$ cat config.mk
export PLATFORM = sky130hd
export DESIGN_NAME = rom_arbiter
export DESIGN_NICKNAME = d
export VERILOG_FILES = /design/src/rtl/rom_arbiter.sv
export SDC_FILE = /design/constraint.sdc
export NUM_CORES = 1
export LEC_CHECK = 0
export ABC_AREA = 1
export BUFFER_PORTS_ARGS = -buffer_cell sky130_fd_sc_hd__buf_2
export CORE_MARGIN = 2
export CORE_UTILIZATION = 27
export DETAILED_ROUTE_END_ITERATION = 10
export HOLD_SLACK_MARGIN = 0.12
export PLACE_DENSITY = 0.86
export SYNTH_ARGS = -nofsm -noshare
export SYNTH_HDL_FRONTEND = slang
export SYNTH_SLANG_ARGS = --single-unit
$ cat constraint.sdc
create_clock -name clk -period 0.9 [get_ports clk]
set_input_delay 0.09 -clock clk [delete_from_list [all_inputs] [get_ports clk]]
set_output_delay 0.09 -clock clk [all_outputs]
set_load 0.03 [all_outputs]
$ cat src/rtl/rom_arbiter.sv
// Round-robin front end sharing one single-port synchronous ROM between an
// instruction-fetch requester (0) and a data-load requester (1).
module rom_arbiter #(
    parameter int width     = 64,
    parameter int depth     = 64,
    parameter int addr_size = $clog2(depth)
) (
    input  logic                 clk,
    input  logic                 rst_n,

    input  logic                 req0_valid,
    input  logic [addr_size-1:0] req0_addr,
    output logic                 req0_ready,

    input  logic                 req1_valid,
    input  logic [addr_size-1:0] req1_addr,
    output logic                 req1_ready,

    output logic                 rsp0_valid,
    input  logic                 rsp0_ready,
    output logic                 rsp1_valid,
    input  logic                 rsp1_ready,
    output logic [width-1:0]     rsp_data,

    output logic [addr_size-1:0] rom_addr,
    input  logic [width-1:0]     rom_data
);

    logic                 pend_valid_q, pend_valid_d;
    logic                 pend_id_q,    pend_id_d;
    logic [addr_size-1:0] pend_addr_q,  pend_addr_d;
    logic                 last_grant_q, last_grant_d;

    logic                 issue_ok;
    logic                 any_valid;
    logic                 winner;
    logic                 grant;
    logic [addr_size-1:0] winner_addr;

    // A new read may issue when nothing is pending, or when the owner of the
    // pending response consumes it this cycle.
    always_comb begin
        issue_ok  = !pend_valid_q || (pend_id_q ? rsp1_ready : rsp0_ready);
        any_valid = req0_valid || req1_valid;
        if (req0_valid && req1_valid) begin
            winner = ~last_grant_q;
        end else begin
            winner = req1_valid;
        end
        winner_addr = winner ? req1_addr : req0_addr;
        grant       = rst_n && issue_ok && any_valid;
    end

    assign req0_ready = grant && !winner;
    assign req1_ready = grant &&  winner;

    // Without a fresh grant the ROM keeps re-reading the pending word, so its
    // registered output stays stable under backpressure and while idle.
    assign rom_addr = grant ? winner_addr : pend_addr_q;

    assign rsp0_valid = pend_valid_q && !pend_id_q;
    assign rsp1_valid = pend_valid_q &&  pend_id_q;
    assign rsp_data   = rom_data;

    always_comb begin
        pend_valid_d = pend_valid_q;
        pend_id_d    = pend_id_q;
        pend_addr_d  = pend_addr_q;
        last_grant_d = last_grant_q;
        if (grant) begin
            pend_valid_d = 1'b1;
            pend_id_d    = winner;
            pend_addr_d  = winner_addr;
            last_grant_d = winner;
        end else if (issue_ok) begin
            pend_valid_d = 1'b0;
        end
    end

    // last_grant resets to 1 so requester 0 wins the first tie.
    always_ff @(posedge clk) begin
        if (!rst_n) begin
            pend_valid_q <= 1'b0;
            pend_id_q    <= 1'b0;
            pend_addr_q  <= '0;
            last_grant_q <= 1'b1;
        end else begin
            pend_valid_q <= pend_valid_d;
            pend_id_q    <= pend_id_d;
            pend_addr_q  <= pend_addr_d;
            last_grant_q <= last_grant_d;
        end
    end

endmodule

==> results of run 1 <==
==> per-stage QoR <==
stage	hold slack, ps	worst slack (ps)	util (%)	total power [µW]
3_5_place_dp	180	-284	23.0	917
4_1_cts	180	-467	28.4	1540
3_3_place_gp	180	-267	23.0	912
2_1_floorplan	174	-96.9	-	1290
6_report	180	-473	29.1	1520
5_1_grt	180	-533	29.1	1610
==> cell usage in the layout, fill, tap and decap left out <==
| cell | Yosys | final |
|---|---|---|
| buf_6 | 1 | 10 |
| clkbuf_8 | 0 | 3 |
| buf_2 | 0 | 17 |
| nor2_4 | 1 | 3 |
| nand2_1 | 28 | 16 |
| dfxtp_4 | 0 | 2 |
| clkbuf_1 | 0 | 1 |
| nand2_2 | 3 | 12 |
| dfxtp_1 | 9 | 6 |
| inv_1 | 29 | 19 |
| dlygate4sd3_1 | 0 | 1 |
| inv_2 | 1 | 11 |
| nand3_1 | 14 | 14 |
| buf_12 | 0 | 1 |
| nor2_1 | 8 | 6 |
| nand3_2 | 0 | 1 |
| nor2_8 | 1 | 1 |
| dfxtp_2 | 0 | 1 |
| nand2_8 | 0 | 1 |
| nand2_4 | 1 | 3 |
| nand3_4 | 1 | 1 |
| buf_4 | 64 | 11 |
| a21oi_1 | 2 | 2 |
==> cell usage after synthesis <==
| cell | count | area (µm²) |
|---|---|---|
| nor2_1 | 8 | 30.0 |
| nand3_1 | 14 | 70.1 |
| buf_6 | 1 | 11.3 |
| inv_1 | 29 | 109 |
| a21oi_1 | 2 | 10.0 |
| nor2_8 | 1 | 20.0 |
| buf_4 | 64 | 480 |
| nand2_1 | 28 | 105 |
| nand3_4 | 1 | 17.5 |
| nand2_4 | 1 | 11.3 |
| inv_2 | 1 | 3.75 |
| nand2_2 | 3 | 18.8 |
| dfxtp_1 | 9 | 180 |
| nor2_4 | 1 | 11.3 |
==> cell families after synthesis <==
logic type | share of synthesized area (%)
AO/OA/AOI/OAI | 0.928
buffers and inverters | 56.0
flip-flops | 16.7
AND/OR/NAND/NOR | 26.3
==> state kept, by name (all words and copies together) (netlist names) <==
register / count
pend_valid_q: 1
pend_addr_q: 6
last_grant_q: 1
pend_id_q: 1
==> worst max-delay path: cells and delay by family (launching register included) <==
kind | cells | cell delay, ps
buf+inv | 2 | 170
flops | 1 | 350
simple gates | 5 | 530
==> area by class of cell <==
| class | instances | area [µm²] |
|---|---|---|
| inverter | 30 | 113 |
| sequential | 9 | 189 |
| clock buffer | 4 | 45.0 |
| fill | 432 | 2650 |
| tap | 48 | 60.1 |
| timing repair buffer | 40 | 310 |
| multi-input combinational | 60 | 373 |
==> timing repair <==
action | in CTS | in global routing
buffers inserted | 4 | 1
hold buffers | 1 | 0
pin swaps | 9 | 5
gates resized for setup | 36 | 6
gates cloned | 1 | 0
hold endpoints to repair | 1 | 0
endpoints found under the setup margin | 18 | 18
==> where the power goes <==
group / total [µW] / switching [µW] / internal (µW)
sequential: 451 / 18.6 / 433
clock: 460 / 152 / 308
combinational: 612 / 337 / 275
total: 1520 / 508 / 1020
==> per-layer routing <==
metal  global-route usage [%]  routed length [µm]
met3                     6.17                 243
met1                     8.86                 743
met4                     6.63                 116
met5                        0                   0
met2                     16.1                1010
==> final timing paths <==
check                    start        endpoint  slack [ps]
setup / recovery     pend_id_q     rom_addr[5]        -470
hold / removal    rom_data[15]    rsp_data[15]         180
setup reg to reg     pend_id_q  pend_addr_q[0]        -420
hold reg to reg   last_grant_q    last_grant_q         490
==> metrics.md, run 1 <==
| Metric | Value |
|---|---|
| Vias in the first global route | `754` |
| CTS H-tree lvls | `1` |
| Max Clk Rate | `728 MHz` |
| Max incr delay on CP | `350 ps` |
| Startpoint Class | `flip-flop` |
| Skew final | `1.25 ps` |
| CP max stage cell | `dfxtp_4` |
| Placement row count | `22` |
| Finish-stage setup viols | `18` |
| Hold Path Depth | `0` |
| Starting density of the core | `28.8%` |
| Placed cells | `180` |
| Vias | `801` |
| Worst Hold Class | `in -> out` |
| Routed Antenna Nets | `0` |
| Synth unique cells | `14` |
| Register area share after synthesis | `16.7%` |
| WP data required | `810 ps` |
| Most common cell on crit path | `nand2_1` |
| Core box area | `3740 µm²` |
| Relative slew slack | `88.0%` |
| Largest net degree at the start of global routing | `9` |
| Initial antenna violation count | `0` |
| Violations in the final reports | `setup timing` |
| Maximum VDD drop | `0.000775 V` |
| Bufs on Longest Clock Path | `2` |
| Num ports | `156` |
| Worst R2R Path Depth | `9` |
| Die Area | `4520 µm²` |
| Final period util | `153%` |
| Crit path DAT | `1280 ps` |
| Post-Syn Nets | `245` |
| RD Place Congestion | `0.740` |
| CTS Root Cell | `clkbuf_8` |
| Grt ovf | `0` |
| Status | `finished, violations left` |
| Worst setup margin | `-473 ps` |
| Cell Area, Synth | `1080 µm²` |
| DP HPWL | `1.58 mm` |
| Tmin final | `1370 ps` |
| CTS tree | `built` |
| Crit. End Element | `output pin` |
| Final Hold Vio Count | `0` |
| Via density | `4.19` |
| DRC Markers | `0` |
| Cells along the critical path | `nand2_2 -> nand3_4 -> nand2_8 -> nand2_1 -> nand2_1 -> inv_2 -> buf_6` |
| Final Cell Area | `1090 µm²` |
| Layout cells sized above 1 | `54.5%` |
| Synth Register Bits | `9` |
| RSZ-0062 raised after global routing | `yes` |
| Layout Cells excl Fill | `191` |
| Final TNS setup | `-5360 ps` |
| Fin. max-slew vios | `0` |
| Critical setup path kind | `reg -> out` |
| Max-cap violation count | `0` |
| P&R area growth vs syn | `1.04%` |
| Worst-margin pin slew | `180 ps` |
| Layout Nets | `226` |
| Static Leakage | `0.000613 µW` |
| Max Fanout on Critical Path | `7` |
| Warnings, synthesis | `0` |
| DR iter-0 viols | `28` |
| First-pass GRT wire length | `3.23 mm` |
| Num CTS Buffers | `3` |
| CTS clk-pin slew, worst paths | `40 ps` |
| GRT Util Overall | `9.78%` |
| PwrDens | `1400 nW/µm²` |
| Die W | `67.2 µm` |
| TritonRoute pass-1 iters | `4` |
| Mean Syn Cell Area | `6.62 µm²` |
| Drt total wl | `2.11 mm` |
| Clk Latency, worst-skew pair | `230 ps` |
| Cell count after synthesis | `163` |
| Die height | `67.2 µm` |
| Wire per inst | `11.1 µm` |
| Port Buffers | `27` |
| Cell area after placement | `861 µm²` |
| CTS Sinks | `9` |
| Ant. Diodes | `0` |
(Power assumes the default switching activity.)
==> run 2: changes to the inputs <==
--- a/config.mk
+++ b/config.mk
@@ -11,7 +11,7 @@
 export CORE_UTILIZATION = 27
 export DETAILED_ROUTE_END_ITERATION = 10
 export HOLD_SLACK_MARGIN = 0.12
-export PLACE_DENSITY = 0.86
+export PLACE_DENSITY = 0.78
 export SYNTH_ARGS = -nofsm -noshare
 export SYNTH_HDL_FRONTEND = slang
 export SYNTH_SLANG_ARGS = --single-unit
==> run 2 against run 1 <==
Effect of this change: the run still ends with setup timing left; sequential share of layout area decreased by 0.59 points; design area increased by 2.2%; worst hold slack unchanged; power increased by 2.6%; routed wire length decreased by 0.38%; first-iteration DRC count decreased by 50%; global-route usage increased by 0.47 points; setup slack improved by 13 ps; clock-buffer cell count unchanged; combinational power increased by 2%; cell count unchanged; highest routed layer unchanged.
==> metrics.md, run 2 (synthesis gave the netlist of run 1 again) <==
| Metric | Value |
|---|---|
| Status | `finished, violations left` |
| Violations in the final reports | `setup timing` |
| CP max stage cell | `dfxtp_4` |
| Num ports | `156 (unchanged)` |
| Placement row count | `22 (unchanged)` |
| DP HPWL | `1.62 mm (+2.4%)` |
| Wire per inst | `11.0 µm (-0.38%)` |
| Vias | `799 (-0.25%)` |
| Worst-margin pin slew | `187 ps (+6.75 ps)` |
| Combinational fraction of design power | `40.1% (about the same)` |
| Worst Hold Class | `in -> out` |
| Clock group share of total power | `31.0% (+0.8 points)` |
| Max Fanout on Critical Path | `7 (unchanged)` |
| CTS tree | `built` |
| PwrDens | `1400 nW/µm² (+0.43%)` |
| Die W | `67.2 µm (unchanged)` |
| Final period util | `151% (-1.4 points)` |
| Cells along the critical path | `inv_2 -> nand2_4 -> nand3_4 -> nand2_8 -> nand2_2 -> nand2_2 -> inv_2 -> buf_6` |
| Fin. max-slew vios | `0 (unchanged)` |
| Layout cells sized above 1 | `57.3% (+2.8 points)` |
| Bufs on Longest Clock Path | `2 (unchanged)` |
| Vias in the first global route | `780 (+3.4%)` |
| DP Worst Slack | `-272 ps (+11.7 ps)` |
| Die Area | `4520 µm² (unchanged)` |
| Final core occ | `29.7% (+0.64 points)` |
| Maximum VDD drop | `0.000887 V (+14%)` |
| CTS Root Cell | `clkbuf_8` |
| Clk Latency, worst-skew pair | `240 ps (about the same)` |
| Grt ovf | `0 (unchanged)` |
| Crit. End Element | `output pin` |
| Register share of total power | `28.9% (-0.7 points)` |
| P&R area growth vs syn | `3.25%` |
| Critical setup path kind | `reg -> out` |
| Max Clk Rate | `735 MHz (+0.92%)` |
| Starting density of the core | `28.8% (unchanged)` |
| RSZ-0062 raised after global routing | `yes` |
| Routed Antenna Nets | `0 (unchanged)` |
| DRC Markers | `0 (unchanged)` |
| Core box area | `3740 µm² (unchanged)` |
| Largest register FFs | `6 (unchanged)` |
| Via density | `4.18 (-0.25%)` |
| Layout Nets | `226 (unchanged)` |
| Worst path top cell family by delay | `simple AND/OR/NAND/NOR gates` |
| DR iter-0 viols | `14 (-50%)` |
| Layout Cells excl Fill | `191 (unchanged)` |
| WP data required | `810 ps (about the same)` |
| Crit path DAT | `1270 ps (about the same)` |
| Final Cell Area | `1110 µm² (+2.2%)` |
| Max-cap violation count | `0 (unchanged)` |
| CTS Sinks | `9 (unchanged)` |
| Largest net degree at the start of global routing | `9 (unchanged)` |
| GRT Util Overall | `10.2% (+0.47 points)` |
| Leading cell types in the layout, fill and taps excluded | `inv_1 (20), buf_2 (17), nand2_1 (13), nand3_1 (13), nand2_2 (13)` |
| Num CTS Buffers | `3 (unchanged)` |
| Die height | `67.2 µm (unchanged)` |
| Ant. Diodes | `0 (unchanged)` |
| Placed cells | `181 (+0.56%)` |
| Relative slew slack | `87.5% (-0.48 points)` |
| Finish-stage setup viols | `18 (unchanged)` |
| Skew final | `5.39 ps (+4.13 ps)` |
| Hold Worst Slack | `180 ps (unchanged)` |
| Startpoint Class | `flip-flop` |
| First-pass GRT wire length | `3.44 mm (+6.6%)` |
| Initial antenna violation count | `0 (unchanged)` |
| CP Buf/Inv Count | `3 (+1)` |
| Worst setup margin | `-461 ps (+12.5 ps)` |
| RD Place Congestion | `0.703 (-4.9%)` |
| Commonest non-fill, non-tap cell in the layout | `inv_1` |
| Tmin final | `1360 ps (-12.5 ps)` |
| Final Hold Vio Count | `0 (unchanged)` |
| Int Pwr | `1030 µW (+0.91%)` |
| Cell area after placement | `868 µm² (+0.87%)` |
| Drt total wl | `2.11 mm (-0.38%)` |
| TritonRoute pass-1 iters | `4 (unchanged)` |
| CTS clk-pin slew, worst paths | `50 ps (about the same)` |
| P_sw | `539 µW (+6.0%)` |
| Max incr delay on CP | `370 ps (+20 ps)` |
| CTS H-tree lvls | `1 (unchanged)` |
| Static Leakage | `0.000626 µW (+2.1%)` |
| Switching share of power | `34.4% (+1.1 points)` |
| Biggest register | `pend_addr_q` |
| Port Buffers | `27 (unchanged)` |
run 2: path summary, 6_finish.rpt:
kind                start  slack [ps]  cells after the start        endpoint
min          rom_data[18]         180                      0    rsp_data[18]
max reg2reg     pend_id_q        -400                     10  pend_addr_q[0]
min reg2reg  last_grant_q         480                      2    last_grant_q
max             pend_id_q        -460                      8     rom_addr[1]
run 2: per-layer routing:
metal	share of wire, %	wire [µm]	GRT usage (%)
met1	38	801	10.6
met2	45	944	16.0
met3	11	229	4.83
met4	6.2	131	7.91
met5	0	0	0
run 2: power by group through the flow:
| stage | Clock [µW] | Sequential, µW | Combinational, µW |
|---|---|---|---|
| after CTS | 492 | 451 | 612 |
| final | 485 | 452 | 627 |
| after floorplan | 0 | 453 | 837 |
| after detailed placement | 0 | 456 | 471 |
| after global routing | 522 | 454 | 691 |
| after global placement | 0 | 454 | 468 |
run 2: per-stage QoR:
step / TNS (ps) / total power (µW)
3_3_place_gp: -3420 / 921
2_1_floorplan: -1120 / 1290
4_1_cts: -5670 / 1560
5_1_grt: -6860 / 1670
6_report: -5730 / 1560
3_5_place_dp: -3480 / 927
run 2: layout make-up:
type,instances,area (µm²)
Sequential cell,9,186
Timing Repair Buffer,40,310
Fill cell,432,2630
Inverter,30,113
Clock buffer,4,45.0
Multi-Input combinational cell,60,399
Tap cell,48,60.1
run 2: repair_timing:
action | CTS | global route
endpoints found under the hold margin | 1 | 0
gates cloned | 1 | 0
resized for setup | 40 | 8
pin swaps | 10 | 3
setup endpoints to repair | 18 | 18
hold buffers | 1 | 0
buffers inserted | 3 | 2
==> run 3: changes to the inputs <==
--- a/config.mk
+++ b/config.mk
@@ -9,6 +9,7 @@
 export BUFFER_PORTS_ARGS = -buffer_cell sky130_fd_sc_hd__buf_2
 export CORE_MARGIN = 2
 export CORE_UTILIZATION = 27
+export CTS_BUF_LIST = sky130_fd_sc_hd__clkbuf_4 sky130_fd_sc_hd__clkbuf_8 sky130_fd_sc_hd__clkbuf_16
 export DETAILED_ROUTE_END_ITERATION = 10
 export HOLD_SLACK_MARGIN = 0.12
 export PLACE_DENSITY = 0.78
==> run 3 against run 2 <==
Effect of this change: the flow still finishes with violations (setup timing); combinational power about the same; non-clock buffer count did not move; worst hold slack did not move; setup slack better by 4.5 ps; fmax is 0.34% higher; global-route usage about the same; sequential cell count stayed put; clock power up 4.3%; largest cell class unchanged; largest power group unchanged.
==> metrics.md, run 3 (synthesis gave the netlist of run 1 again) <==
| Metric | Value |
|---|---|
| Num ports | `156 (unchanged)` |
| Via density | `4.18 (unchanged)` |
| Commonest non-fill, non-tap cell in the layout | `inv_1` |
| Crit path DAT | `1270 ps (about the same)` |
| Final Hold Vio Count | `0 (unchanged)` |
| CTS Sinks | `9 (unchanged)` |
| CTS tree | `built` |
| Ant. Diodes | `0 (unchanged)` |
| Wire per inst | `11.0 µm (-0.28%)` |
| Skew final | `6.14 ps (+0.753 ps)` |
| Max incr delay on CP | `370 ps (about the same)` |
| First-pass GRT wire length | `3.46 mm (+0.58%)` |
| Largest net degree at the start of global routing | `9 (unchanged)` |
| Status | `finished, violations left` |
| Register share of total power | `28.5% (-0.4 points)` |
| Relative slew slack | `87.5% (unchanged)` |
| Switching share of power | `33.4% (-1.0 points)` |
| Layout Nets | `226 (unchanged)` |
| Max Fanout on Critical Path | `7 (unchanged)` |
| Vias | `799 (unchanged)` |
| Critical setup path kind | `reg -> out` |
| GRT Util Overall | `10.2% (-0.035 points)` |
| Violations in the final reports | `setup timing` |
| Int Pwr | `1050 µW (+2.9%)` |
| Leading cell types in the layout, fill and taps excluded | `inv_1 (20), buf_2 (17), nand2_1 (13), nand3_1 (13), nand2_2 (13)` |
| WP data required | `810 ps (about the same)` |
| Worst path top cell family by delay | `simple AND/OR/NAND/NOR gates` |
| Biggest register | `pend_addr_q` |
| Worst-margin pin slew | `187 ps (unchanged)` |
| Fin. max-slew vios | `0 (unchanged)` |
| Final period util | `151% (-0.51 points)` |
| Grt ovf | `0 (unchanged)` |
| Port Buffers | `27 (unchanged)` |
| Crit. End Element | `output pin` |
| Num CTS Buffers | `3 (unchanged)` |
| RD Place Congestion | `0.703 (unchanged)` |
| Layout cells sized above 1 | `58.0% (+0.70 points)` |
| DR iter-0 viols | `14 (unchanged)` |
| Core box area | `3740 µm² (unchanged)` |
| Maximum VDD drop | `0.000597 V (-33%)` |
| Drt total wl | `2.10 mm (-0.28%)` |
| P_sw | `529 µW (-1.7%)` |
| Clk Latency, worst-skew pair | `230 ps (about the same)` |
| Clock group share of total power | `31.9% (+0.9 points)` |
| Vias in the first global route | `781 (+0.13%)` |
| Final TNS setup | `-5690 ps (+42.0 ps)` |
| Hold Worst Slack | `180 ps (unchanged)` |
| CTS Root Cell | `clkbuf_8` |
| Finish-stage setup viols | `18 (unchanged)` |
| Cell area after placement | `868 µm² (unchanged)` |
| Starting density of the core | `28.8% (unchanged)` |
| Die height | `67.2 µm (unchanged)` |
| CP Buf/Inv Count | `3 (unchanged)` |
| Placement row count | `22 (unchanged)` |
| Static Leakage | `0.000629 µW (+0.55%)` |
| Max-cap violation count | `0 (unchanged)` |
| DP HPWL | `1.62 mm (unchanged)` |
| Cells along the critical path | `inv_2 -> nand2_4 -> nand3_4 -> nand2_8 -> nand2_2 -> nand2_2 -> inv_2 -> buf_6` |
| Final Cell Area | `1120 µm² (+0.34%)` |
| PwrDens | `1420 nW/µm² (+0.94%)` |
| Die W | `67.2 µm (unchanged)` |
| Combinational fraction of design power | `39.6% (-0.5 points)` |
| Tmin final | `1360 ps (-4.55 ps)` |
| CTS clk-pin slew, worst paths | `50 ps (about the same)` |
| Die Area | `4520 µm² (unchanged)` |
| Bufs on Longest Clock Path | `2 (unchanged)` |
| Max Clk Rate | `737 MHz (+0.34%)` |
| Final core occ | `29.8% (+0.10 points)` |
| Largest register FFs | `6 (unchanged)` |
| CP max stage cell | `dfxtp_4` |
| TritonRoute pass-1 iters | `4 (unchanged)` |
| RSZ-0062 raised after global routing | `yes` |
| Worst setup margin | `-456 ps (+4.55 ps)` |
| Worst Hold Class | `in -> out` |
| Tot Pwr | `1580 µW (+1.3%)` |
| Routed Antenna Nets | `0 (unchanged)` |
| CTS H-tree lvls | `1 (unchanged)` |
| Initial antenna violation count | `0 (unchanged)` |
| P&R area growth vs syn | `3.60%` |
| DRC Markers | `0 (unchanged)` |
| Startpoint Class | `flip-flop` |
-- run 3: final timing paths --
kind,start,to,slack (ps),depth (start not counted)
max,pend_id_q,rom_addr[1],-460,8
max reg2reg,pend_id_q,pend_addr_q[0],-400,10
min,rom_data[18],rsp_data[18],180,0
min reg2reg,last_grant_q,last_grant_q,480,2
-- run 3: power groups by stage --
| stage | logic (µW) | registers, µW | clock network [µW] |
|---|---|---|---|
| 2_1_floorplan | 837 | 453 | 0 |
| 3_3_place_gp | 468 | 454 | 0 |
| 3_5_place_dp | 471 | 456 | 0 |
| 4_1_cts | 612 | 451 | 521 |
| 5_1_grt | 691 | 454 | 557 |
| 6_report | 627 | 452 | 506 |
-- run 3: repair_timing --
| action | in CTS | in global routing |
|---|---|---|
| setup endpoints to repair | 18 | 18 |
| pin swaps | 10 | 3 |
| hold buffers | 1 | 0 |
| endpoints found under the hold margin | 1 | 0 |
| buffers inserted | 3 | 2 |
| gates resized for setup | 40 | 8 |
| cloned | 1 | 0 |
-- run 3: stage by stage --
step           std cells  setup slack (ps)
2_1_floorplan        163             -96.9
3_3_place_gp         181              -276
3_5_place_dp         181              -272
4_1_cts              190              -468
5_1_grt              191              -533
6_report             191              -456
-- run 3: metal layers --
metal / routed length (µm) / GRT usage [%] / vias to the layer above
met3: 229 / 4.83 / 24
met5: 0 / 0 / -
li1: - / - / 376
met4: 119 / 7.14 / 0
met1: 794 / 10.7 / 368
met2: 956 / 16.1 / 31
-- run 3: layout make-up --
| class | count | area [µm²] |
|---|---|---|
| multi-input cells | 60 | 399 |
| fillers | 436 | 2630 |
| well taps | 48 | 60.1 |
| repair buffers | 40 | 310 |
| flip-flops and latches | 9 | 186 |
| inverters | 30 | 113 |
| clock buffers | 4 | 48.8 |
